## src/rtl/bitvector_deserializer_pkg.sv

```systemverilog
// bitvector_deserializer_pkg: shared state type and width helper for the serial-to-word feeder
package bitvector_deserializer_pkg;
  typedef enum logic {FILL, FULL} state_e;
  function automatic int cnt_w(input int n);
    return $clog2(n);
  endfunction
endpackage

```

## src/rtl/bitvector_deserializer_if.sv

```systemverilog
// bitvector_deserializer_if: serial bit input and parallel word output handshakes
interface bitvector_deserializer_if #(parameter int COUNT_OF_BITS = 4);
  import bitvector_deserializer_pkg::*;
  localparam int CNT_W = cnt_w(COUNT_OF_BITS);
  logic clear;
  logic in_bit;
  logic in_valid;
  logic in_ready;
  logic [COUNT_OF_BITS-1:0] bitvector;
  logic out_valid;
  logic out_ready;
  logic [CNT_W:0] fill_level;
  modport master(output clear, in_bit, in_valid, out_ready,
                 input in_ready, bitvector, out_valid, fill_level);
  modport slave(input clear, in_bit, in_valid, out_ready,
                output in_ready, bitvector, out_valid, fill_level);
endinterface

```

## src/rtl/bitvector_deserializer.sv

```systemverilog
// bitvector_deserializer: packs COUNT_OF_BITS serial bits (first bit -> bit 0) into a held word
module bitvector_deserializer
  import bitvector_deserializer_pkg::*;
#(
  parameter int COUNT_OF_BITS = 4
) (
  input logic clk,
  input logic rst_n,
  bitvector_deserializer_if.slave bus
);
  localparam int CNT_W = cnt_w(COUNT_OF_BITS);
  state_e state_q, state_d;
  logic [CNT_W-1:0] cnt_q, cnt_d;
  logic [COUNT_OF_BITS-1:0] word_q, word_d;
  logic in_xfer, out_xfer, last;
  // in FULL the input follows out_ready so a new word can start in the take cycle
  assign bus.in_ready   = (state_q == FULL) ? bus.out_ready : !bus.clear;
  assign bus.out_valid  = state_q == FULL;
  assign bus.bitvector  = word_q;
  assign bus.fill_level = (state_q == FULL) ? (CNT_W+1)'(COUNT_OF_BITS) : {1'b0, cnt_q};
  assign in_xfer  = bus.in_valid && bus.in_ready;
  assign out_xfer = (state_q == FULL) && bus.out_ready;
  assign last     = cnt_q == CNT_W'(COUNT_OF_BITS - 1);
  always_comb begin
    word_d  = word_q;
    state_d = state_q;
    cnt_d   = cnt_q;
    if (in_xfer) word_d[cnt_q] = bus.in_bit;
    if (state_q == FILL) begin
      cnt_d   = bus.clear ? '0 : in_xfer ? (last ? '0 : cnt_q + 1'b1) : cnt_q;
      state_d = (in_xfer && last) ? FULL : FILL;
    end else if (out_xfer) begin
      cnt_d   = in_xfer ? CNT_W'(1) : '0;
      state_d = FILL;
    end
  end
  always_ff @(posedge clk or negedge rst_n) begin
    if (!rst_n) begin
      state_q <= FILL;
      cnt_q   <= '0;
      word_q  <= '0;
    end else begin
      state_q <= state_d;
      cnt_q   <= cnt_d;
      word_q  <= word_d;
    end
  end
endmodule

```

## src/flat_wrapper.sv

```systemverilog
// flat-port wrapper written by rule: the top's interface ports become plain ports
module bitvector_deserializer_flat import bitvector_deserializer_pkg::*;
#(
  parameter int COUNT_OF_BITS = 4
)
  (clk, rst_n, bus_clear, bus_in_bit, bus_in_valid, bus_out_ready, bus_in_ready, bus_bitvector, bus_out_valid, bus_fill_level);
  bitvector_deserializer_if #(.COUNT_OF_BITS(COUNT_OF_BITS)) bus_i ();
  input logic clk;
  input logic rst_n;
  input wire logic [$bits(bus_i.clear)-1:0] bus_clear;
  input wire logic [$bits(bus_i.in_bit)-1:0] bus_in_bit;
  input wire logic [$bits(bus_i.in_valid)-1:0] bus_in_valid;
  input wire logic [$bits(bus_i.out_ready)-1:0] bus_out_ready;
  output wire logic [$bits(bus_i.in_ready)-1:0] bus_in_ready;
  output wire logic [$bits(bus_i.bitvector)-1:0] bus_bitvector;
  output wire logic [$bits(bus_i.out_valid)-1:0] bus_out_valid;
  output wire logic [$bits(bus_i.fill_level)-1:0] bus_fill_level;
  assign bus_i.clear = bus_clear;
  assign bus_i.in_bit = bus_in_bit;
  assign bus_i.in_valid = bus_in_valid;
  assign bus_i.out_ready = bus_out_ready;
  assign bus_in_ready = bus_i.in_ready;
  assign bus_bitvector = bus_i.bitvector;
  assign bus_out_valid = bus_i.out_valid;
  assign bus_fill_level = bus_i.fill_level;
  bitvector_deserializer #(.COUNT_OF_BITS(COUNT_OF_BITS)) u_core (.clk(clk), .rst_n(rst_n), .bus(bus_i));
endmodule
```

## config.mk

```make
export PLATFORM = sky130hd
export DESIGN_NAME = bitvector_deserializer_flat
export DESIGN_NICKNAME = d
export VERILOG_FILES = /design/src/rtl/bitvector_deserializer_pkg.sv /design/src/rtl/bitvector_deserializer_if.sv /design/src/rtl/bitvector_deserializer.sv /design/src/flat_wrapper.sv
export SDC_FILE = /design/constraint.sdc
export NUM_CORES = 1
export LEC_CHECK = 0
export CORE_AREA = 3 3 40 42
export DETAILED_ROUTE_END_ITERATION = 8
export DIE_AREA = 0 0 43 45
export DONT_BUFFER_PORTS = 1
export PLACE_DENSITY = 0.49
export RECOVER_POWER = 50
export SETUP_SLACK_MARGIN = 0.2
export SKIP_LAST_GASP = 1
export SLEW_MARGIN = 25
export SYNTH_ARGS = -nofsm -noshare
export SYNTH_HDL_FRONTEND = slang
export SYNTH_SLANG_ARGS = --single-unit
```

## constraint.sdc

```tcl
create_clock -name clk -period 3.2 [get_ports clk]
set_input_delay 0.64 -clock clk [delete_from_list [all_inputs] [get_ports clk]]
set_output_delay 0.64 -clock clk [all_outputs]
set_load 0.02 [all_outputs]
```

==> results.sh, run 1 <==
export IMPL_max_freq_ghz=0.462
export IMPL_antenna_found_initial=0
export IMPL_clockBufferDepth=2
export IMPL_grt_pass1_wl_microns=1330
export IMPL_finalHoldViolCount=0
export IMPL_rows=13
export IMPL_critPathArrivalTime_ps=1520
export IMPL_synth_top_cells_by_area="dfrtp_1 41%, ha_1 12%, mux2_1 11%"
export IMPL_drtPass1Iterations=2
export IMPL_cts_buffers=3
export IMPL_drv_slew=0
export IMPL_antenna_cells=0
export IMPL_floorplan_initialDensity_pct=33.1
export IMPL_criticalPathCategory="flip-flop to primary output"
export IMPL_fin_crit_ps=2160
export IMPL_dr_total_vias=292
export IMPL_netlist_instances=43
export IMPL_place_inst=55
export IMPL_worstPathRequired_ps=2560
export IMPL_clk_pin_slew_ps=50
export IMPL_crit_slowest_cell="dfrtp_1"
export IMPL_h_tree_depth=1
export IMPL_skew_ps=1.78
export IMPL_area_delta_synth_final_pct=5.00
export IMPL_setup_violations=0
export IMPL_p_leak_uw=0.000209
export IMPL_clk_insertion_delay_late_ps=250
export IMPL_die_h_microns=45
export IMPL_worst_path_max_fanout=9
export IMPL_avgRoutedWirePerCell_microns=13.5
export IMPL_design_core_area_sq_um=1280
export IMPL_clock_root_buffer="clkbuf_4"
export IMPL_post_route_period_util_pct=67.6
export IMPL_nNetsFinal=55
export IMPL_tightest_slew_ps=545
export IMPL_cellPowerDensity_nw_per_um2=553
export IMPL_top_level_ports=15
export IMPL_drive_gt1_share_pct=9.09
export IMPL_ys_types=18
export IMPL_maxSlewHeadroom_pct=63.7
export IMPL_ys_seq_area_share_pct=41.2
export IMPL_cts_resized_gates=0
export IMPL_status="complete, no violations"
export IMPL_yosys_area_top_type="dfrtp_1"
export IMPL_end_kind="primary output"
export IMPL_die_width_microns=43
export IMPL_io_buffers=0
export IMPL_gp_congestion=0.657
export IMPL_start_kind="flip-flop"
export IMPL_finalNonFillerCells=59
export IMPL_die_area_sq_um=1940
export IMPL_synth_edf_count=0
export IMPL_ant_nets=0
export IMPL_drc=0
export IMPL_synth_seq_cells=7
export IMPL_gr_usage_all_layers_pct=9.84
export IMPL_fin_tns_setup_ps=0
export IMPL_hold_buffers=0
export IMPL_worstPathCellList="or2_0 > nand2_1"
export IMPL_drv_cap=0
export IMPL_ys_top_cells_by_count="7 x dfrtp_1, 7 x nand2_1, 5 x a21oi_1"
export IMPL_post_cts_setup_buffers=0
export IMPL_gr_total_overflow=0
export IMPL_viasPerCell=4.95
export IMPL_grt_pass1_vias=313
export IMPL_syn_area_per_cell_sq_um=9.89
export IMPL_dpl_hpwl_microns=655
export IMPL_synth_nets=53
export IMPL_hold_class="input pin to async pin"
export IMPL_yosysWarnings=0
export IMPL_drt_wl_total_microns=794
export IMPL_clkSinkCount=7
export IMPL_syn_area_sq_um=425
export IMPL_cpPeakStageDelay_ps=680
export IMPL_async_reset_ff_share_pct=100
export IMPL_synth_top_cell_area_share_pct=41.2
export IMPL_grt_max_degree=10
export IMPL_rsz0062_at_grt="false"
export IMPL_cts_tree="built"
export IMPL_vdd_drop_max_mv=0.206
export IMPL_synth_top_flop_cell="dfrtp_1"
export IMPL_drtIter0Drc=3
-- kinds of logic after synthesis --
| family | synth area share, % |
|---|---|
| compound gates | 10.3 |
| flops | 41.2 |
| buf+inv | 8.23 |
| simple gates | 12.9 |
| fa+ha+maj | 11.8 |
| mux | 15.6 |
-- registers in the layout, indices dropped and copies added, names as in the netlist --
name and cells:
u_core.cnt_q 2, u_core.bus.bitvector 4, u_core.bus.out_valid 1
-- per-stage QoR --
step / hold WS, ps / util [%] / setup slack, ps / power [uW] / instance area [sq um]
after floorplan: 344 / - / 1420 / 165 / 425
after global placement: 345 / 32.7 / 1410 / 168 / 420
after detailed placement: 345 / 32.7 / 1390 / 170 / 420
after CTS: 72.4 / 34.8 / 1110 / 253 / 447
after global routing: 63.1 / 34.8 / 941 / 265 / 447
final: 81.1 / 34.8 / 1040 / 247 / 447
-- area by class of cell --
| class | instances | area [sq um] |
|---|---|---|
| Clock buffer | 4 | 26.3 |
| Fill cell | 136 | 838 |
| Inverter | 3 | 11.3 |
| Multi-Input combinational cell | 30 | 215 |
| Sequential cell | 7 | 175 |
| Tap cell | 15 | 18.8 |
-- worst max-delay path, delay by kind of cell, from the launching register on --
| family | cells | cell delay (ps) |
|---|---|---|
| flops | 1 | 680 |
| simple gates | 2 | 590 |
-- path summary, 6_finish.rpt --
check / startpoint / slack [ps] / depth (start not counted) / to
setup / recovery: u_core.bus.out_valid / 1040 / 2 / bus_in_ready
hold / removal: rst_n / 80 / 0 / u_core.bus.bitvector[0]
setup reg to reg: u_core.bus.out_valid / 1550 / 3 / u_core.bus.bitvector[0]
hold reg to reg: u_core.bus.bitvector[3] / 640 / 1 / u_core.bus.bitvector[3]
max in group asynchronous: rst_n / 3050 / 0 / u_core.bus.out_valid
min in group clk: bus_clear / 490 / 1 / u_core.bus.out_valid
-- layer usage --
layer  wire length (microns)  global-route usage [%]
met3                     120                    6.37
met4                      25                    9.04
met2                     349                    14.7
met5                       0                       0
met1                     299                    9.18
-- report_power, final --
| group | leakage (uW) | switching, uW | total [uW] | internal [uW] |
|---|---|---|---|---|
| clock network | 0.0000150 | 31.5 | 79.1 | 47.5 |
| registers | 0.0000906 | 30.9 | 136 | 105 |
| logic | 0.000104 | 17.0 | 32.0 | 15.0 |
| total | 0.000209 | 79.4 | 247 | 168 |
-- placed cells by master (no fill, tap or decap) --
cell	synthesis	final
nand2_1	7	7
nor3b_1	1	1
clkbuf_1	0	1
a21oi_1	5	5
dfrtp_1	7	7
or2b_1	1	1
mux2_1	4	4
o31ai_1	1	1
clkbuf_4	0	3
o21ai_0	1	1
mux2_2	1	1
or2_0	0	1
ha_1	4	4
nor2_1	2	2
mux2i_1	1	1
o22ai_1	1	1
inv_1	3	3
Power figures use the tool's default switching activity.
==> run 2, diff against run 1 <==
- ABC_AREA: unset -> 1
- clock period: 3.2 -> 2.1 ns (I/O delays scaled with it)
==> results.sh, run 2 <==
export IMPL_status="complete, no violations"
export IMPL_fillers=140
export IMPL_place_inst=64
export IMPL_async_reset_ff_share_pct=100
export IMPL_synth_mux_area_share_pct=0
export IMPL_hold_class="input pin to flip-flop"
export IMPL_cellPowerDensity_nw_per_um2=1240
export IMPL_die_h_microns=45
export IMPL_avgRoutedWirePerCell_microns=12.9
export IMPL_cts_tree="built"
export IMPL_post_cts_setup_buffers=0
export IMPL_dr_total_vias=347
export IMPL_layout_setup_ws_ps=510
export IMPL_critPathArrivalTime_ps=1170
export IMPL_worst_path_buf_inv=0
export IMPL_synth_top_cells_by_area="dfrtp_1 40%, nand2_1 12%, ha_1 12%"
export IMPL_nNetsFinal=65
export IMPL_drive_gt1_share_pct=13.0
export IMPL_synth_top_cell_area_share_pct=40.5
export IMPL_switchingPower_uw=258
export IMPL_synth_top_family_by_area="simple AND/OR/NAND/NOR gates"
export IMPL_most_common_layout_cells="14 x nand2_1, 7 x nand3_1, 6 x dfrtp_1"
export IMPL_drtPass1Iterations=4
export IMPL_synth_nets=62
export IMPL_clockBufferDepth=2
export IMPL_maxSlewHeadroom_pct=74.3
export IMPL_design_core_area_sq_um=1280
export IMPL_layout_commonest_cell="nand2_1"
export IMPL_use_met3_pct=7.97
export IMPL_grt_busiest_layer="met2"
export IMPL_worstPathCellList="nor2_1"
export IMPL_area_delta_synth_final_pct=7.51
export IMPL_worst_path_max_fanout=9
export IMPL_criticalPathCategory="flip-flop to primary output"
export IMPL_cpPeakStageDelay_ps=550
export IMPL_clk_insertion_delay_late_ps=250
export IMPL_p_int_uw=320
export IMPL_finalNonFillerCells=69
export IMPL_grt_use_met1_pct=13.5
export IMPL_pre_cts_ws_ps=567
export IMPL_grt_pass1_vias=325
export IMPL_synth_compound_area_share_pct=6.07
export IMPL_gr_total_overflow=0
export IMPL_floorplan_initialDensity_pct=33.7
export IMPL_synth_top_flop_cell="dfrtp_1"
export IMPL_antenna_found_initial=0
export IMPL_clk_pin_slew_ps=50
export IMPL_end_kind="primary output"
export IMPL_clock_root_buffer="clkbuf_4"
export IMPL_synth_edf_count=0
export IMPL_fin_tns_setup_ps=0
export IMPL_yosys_area_top_type="dfrtp_1"
export IMPL_drv_slew=0
export IMPL_skew_ps=1.89
export IMPL_cts_buffers=3
export IMPL_power_total_uw=578
export IMPL_synth_simple_gate_area_share_pct=33.8
export IMPL_ant_nets=0
export IMPL_drv_cap=0
export IMPL_synth_seq_cells=7
export IMPL_syn_area_sq_um=433
export IMPL_post_route_period_util_pct=75.7
export IMPL_largest_reg_flops=4
export IMPL_rows=13
export IMPL_worstPathRequired_ps=1680
export IMPL_gp_congestion=0.729
export IMPL_vdd_drop_max_mv=0.650
export IMPL_io_buffers=0
export IMPL_crit_slowest_cell="dfrtp_2"
export IMPL_drt_wl_total_microns=888
export IMPL_syn_area_per_cell_sq_um=8.33
export IMPL_finalHoldViolCount=0
export IMPL_viasPerCell=5.03
export IMPL_p_leak_uw=0.000229
export IMPL_clockPowerShare_pct=20.6
export IMPL_ys_top_cells_by_count="14 x nand2_1, 7 x dfrtp_1, 7 x nand3_1"
export IMPL_drc=0
export IMPL_start_kind="flip-flop"
export IMPL_rsz0062_at_grt="false"
export IMPL_crit_family="flip-flops"
export IMPL_power_share_combinational_pct=29.8
export IMPL_setup_violations=0
export IMPL_grt_max_degree=12
export IMPL_ys_types=14
export IMPL_synth_most_common_cell="nand2_1"
export IMPL_fin_crit_ps=1590
export IMPL_grt_pass1_wl_microns=1590
export IMPL_pwr_share_seq_pct=49.5
export IMPL_tightest_slew_ps=384
export IMPL_die_area_sq_um=1940
export IMPL_synthAdderAreaFrac_pct=11.6
export IMPL_max_freq_ghz=0.629
export IMPL_gr_usage_all_layers_pct=11.7
export IMPL_antenna_cells=0
export IMPL_top_level_ports=15
export IMPL_netlist_instances=52
export IMPL_ys_seq_area_share_pct=40.5
export IMPL_sw_frac_of_total_pct=44.6
export IMPL_drtIter0Drc=5
export IMPL_clkSinkCount=7
export IMPL_h_tree_depth=1
export IMPL_fin_hold_ws_ps=320
export IMPL_grtUsageMet2_pct=17.4
export IMPL_yosysWarnings=0
export IMPL_die_width_microns=43
export IMPL_synth_xor_xnor_area_share_pct=0
-- run 2: changes by cell type in the layout (fill, tap and decap cells not counted), moves of 2 or more --
cell and delta:
a21oi_1 -5, mux2_1 -4, nand2_1 +7, nand3_1 +7
nand4_1 +5, nor2_1 +2, o21ai_1 +2
-- run 2: cell families after synthesis --
kind of cell,Yosys count
AOI/OAI and AO/OA,3
adders and majority gates,4
buffers and inverters,6
DFF,7
and+or+nand+nor,32
-- run 2: per-layer routing --
metal  wire length, microns  part of all wire [%]  vias up
li1                       -                     -      178
met5                      0                     0        -
met1                    399                    45      159
met3                     46                   5.2        2
met2                    430                    48        8
met4                     12                   1.4        0
-- run 2: through the flow --
stage          cell area, sq um  utilization [%]
4_1_cts                     464             36.1
6_report                    465             36.2
3_5_place_dp                428             33.3
5_1_grt                     465             36.2
3_3_place_gp                428             33.3
2_1_floorplan               433                -
-- run 2: final timing paths --
kind                                                 to  depth (start not counted)  slack (ps)               startpoint
worst max-delay path                  bus_fill_level[1]                          1         510     u_core.bus.out_valid
worst min-delay path               u_core.bus.out_valid                          2         320             bus_in_valid
worst max register to register  u_core.bus.bitvector[0]                          4         830     u_core.bus.out_valid
worst min register to register  u_core.bus.bitvector[0]                          2         600  u_core.bus.bitvector[0]
max in group asynchronous          u_core.bus.out_valid                          1        1330                    rst_n
min in group asynchronous       u_core.bus.bitvector[3]                          1         510                    rst_n
-- run 2: what timing repair did --
item / CTS / global route
hold buffers: 1 / 0
setup endpoints to repair: 0 / 1
endpoints found under the hold margin: 7 / 0
resized for setup: 0 / 1
-- run 2: layout make-up --
cell class                      count  area (sq um)  share of cell area (%)
Multi-Input combinational cell     39           223                    47.8
Timing Repair Buffer                1          10.0                    2.15
Inverter                            3          11.3                    2.42
Clock buffer                        4          26.3                    5.65
Tap cell                           15          18.8                    4.03
Sequential cell                     7           176                    37.9
-- run 2: power by group through the flow --
stage | combinational, uW | clock, uW | sequential [uW]
finish | 172 | 119 | 286
global route | 200 | 138 | 297
CTS | 175 | 125 | 288
detailed placement | 169 | 0 | 290
global placement | 165 | 0 | 289
floorplan | 157 | 0 | 270
==> run 3, diff against run 2 <==
- ABC_AREA: 1 -> 0
- clock period: 2.1 -> 1.6 ns (I/O delays scaled with it)
==> results.sh, run 3 (synthesized netlist as in run 1, its figures left out) <==
export IMPL_clk_pin_slew_ps=50
export IMPL_power_total_uw=518
export IMPL_tightest_slew_ps=301
export IMPL_avgRoutedWirePerCell_microns=13.5
export IMPL_design_core_area_sq_um=1280
export IMPL_cts_tree="built"
export IMPL_post_route_period_util_pct=86.1
export IMPL_p_leak_uw=0.000246
export IMPL_most_common_layout_cells="5 x nand2_1, 5 x a21oi_1, 5 x buf_4, 5 x dfrtp_1"
export IMPL_cts_buffers=3
export IMPL_criticalPathCategory="flip-flop to primary output"
export IMPL_nNetsFinal=61
export IMPL_clkSinkCount=7
export IMPL_skew_ps=2.90
export IMPL_drtIter0Drc=4
export IMPL_clock_root_buffer="clkbuf_4"
export IMPL_area_delta_synth_final_pct=23.2
export IMPL_crit_slowest_cell="dfrtp_2"
export IMPL_fin_crit_ps=1380
export IMPL_maxSlewHeadroom_pct=79.9
export IMPL_critPathArrivalTime_ps=1060
export IMPL_cellPowerDensity_nw_per_um2=987
export IMPL_regArea_sq_um=178
export IMPL_worstPathRequired_ps=1280
export IMPL_setup_violations=0
export IMPL_drv_slew=0
export IMPL_drive_gt1_share_pct=36.0
export IMPL_vdd_drop_max_mv=0.480
export IMPL_end_kind="primary output"
export IMPL_die_h_microns=45
export IMPL_clk_insertion_delay_late_ps=240
export IMPL_antenna_cells=0
export IMPL_drc=0
export IMPL_gr_total_overflow=0
export IMPL_status="complete, no violations"
export IMPL_multi_input_area_sq_um=243
export IMPL_start_kind="flip-flop"
export IMPL_drt_wl_total_microns=880
export IMPL_topRoutingLayerUsed="met3"
export IMPL_dpl_hpwl_microns=695
export IMPL_io_buffers=0
export IMPL_gp_congestion=0.632
export IMPL_hold_class="input pin to flip-flop"
export IMPL_drtPass1Iterations=2
export IMPL_wl_met3_microns=120
export IMPL_drv_cap=0
export IMPL_grt_max_degree=9
export IMPL_cpPeakStageDelay_ps=400
export IMPL_antenna_found_initial=0
export IMPL_final_util_pct=40.8
export IMPL_finalHoldViolCount=0
export IMPL_die_area_sq_um=1940
export IMPL_met1_length_microns=415
export IMPL_dr_total_vias=314
export IMPL_floorplan_initialDensity_pct=33.1
export IMPL_rsz0062_at_grt="true"
export IMPL_fin_tns_setup_ps=0
export IMPL_die_width_microns=43
export IMPL_rows=13
export IMPL_worst_path_max_fanout=6
export IMPL_grt_pass1_wl_microns=1410
export IMPL_top_level_ports=15
export IMPL_viasPerCell=4.83
export IMPL_final_area_sq_um=524
export IMPL_wl_met2_microns=344
export IMPL_clockBufferDepth=2
export IMPL_h_tree_depth=1
export IMPL_fillers=129
export IMPL_largest_reg_flops=4
export IMPL_worstPathCellList="buf_4 > nand2_4 > nand2_2"
export IMPL_grt_pass1_vias=318
export IMPL_max_freq_ghz=0.726
export IMPL_ant_nets=0
export IMPL_gr_usage_all_layers_pct=9.84
export IMPL_placed_cell_area_sq_um=437
==> run 3: cell count changes in the layout (fill, tap and decap cells not counted), sizes merged, moves of 2 or more <==
cell	before	now
nor2	4	2
a21oi	0	5
nand2	15	7
buf	0	5
o21ai	3	1
nand3	7	0
nand4	5	0
mux2	0	5
==> run 3: cell type report <==
| class | instances | area share (%) |
|---|---|---|
| Sequential cell | 7 | 33.9 |
| Clock buffer | 4 | 5.01 |
| Multi-Input combinational cell | 30 | 46.3 |
| Tap cell | 15 | 3.58 |
| Timing Repair Buffer | 6 | 9.07 |
| Inverter | 3 | 2.15 |
==> run 3: through the flow <==
stage	hold WS [ps]	worst slack, ps	instances
2_1_floorplan	24.4	205	43
3_3_place_gp	24.6	270	57
5_1_grt	164	165	65
4_1_cts	179	140	62
3_5_place_dp	24.6	215	57
6_report	179	222	65
==> run 3: what timing repair did <==
item	4_1_cts	5_1_grt
hold buffers	1	0
setup buffers	0	3
setup endpoints to repair	3	7
gates resized for setup	3	8
pin swaps	0	0
endpoints found under the hold margin	7	0
==> run 3: critical path, delay by kind of cell (launching register included) <==
kind,cells,cell delay (ps)
buffers and inverters,1,190
flip-flops,1,400
AND/OR/NAND/NOR,2,220
==> run 3: routing by layer <==
metal / global-route usage, % / up-vias
met3: 6.37 / 0
met1: 12.2 / 144
met4: 5.42 / 0
li1: - / 156
met5: 0 / -
met2: 12.9 / 14
==> run 3: final timing paths <==
path                                            from                      end  slack [ps]  cells after the start
min in group asynchronous                      rst_n  u_core.bus.bitvector[0]         390                      1
worst max register to register       u_core.cnt_q[0]  u_core.bus.bitvector[0]         270                      5
worst min register to register  u_core.bus.out_valid     u_core.bus.out_valid         630                      2
worst max-delay path            u_core.bus.out_valid             bus_in_ready         220                      3
max in group asynchronous                      rst_n     u_core.bus.out_valid         960                      1
worst min-delay path                       bus_clear     u_core.bus.out_valid         180                      1
==> run 3: power breakdown <==
group,internal (uW),total [uW],switching (uW)
clock network,95.0,157,62.3
logic,44.1,89.1,44.9
registers,211,271,60.7
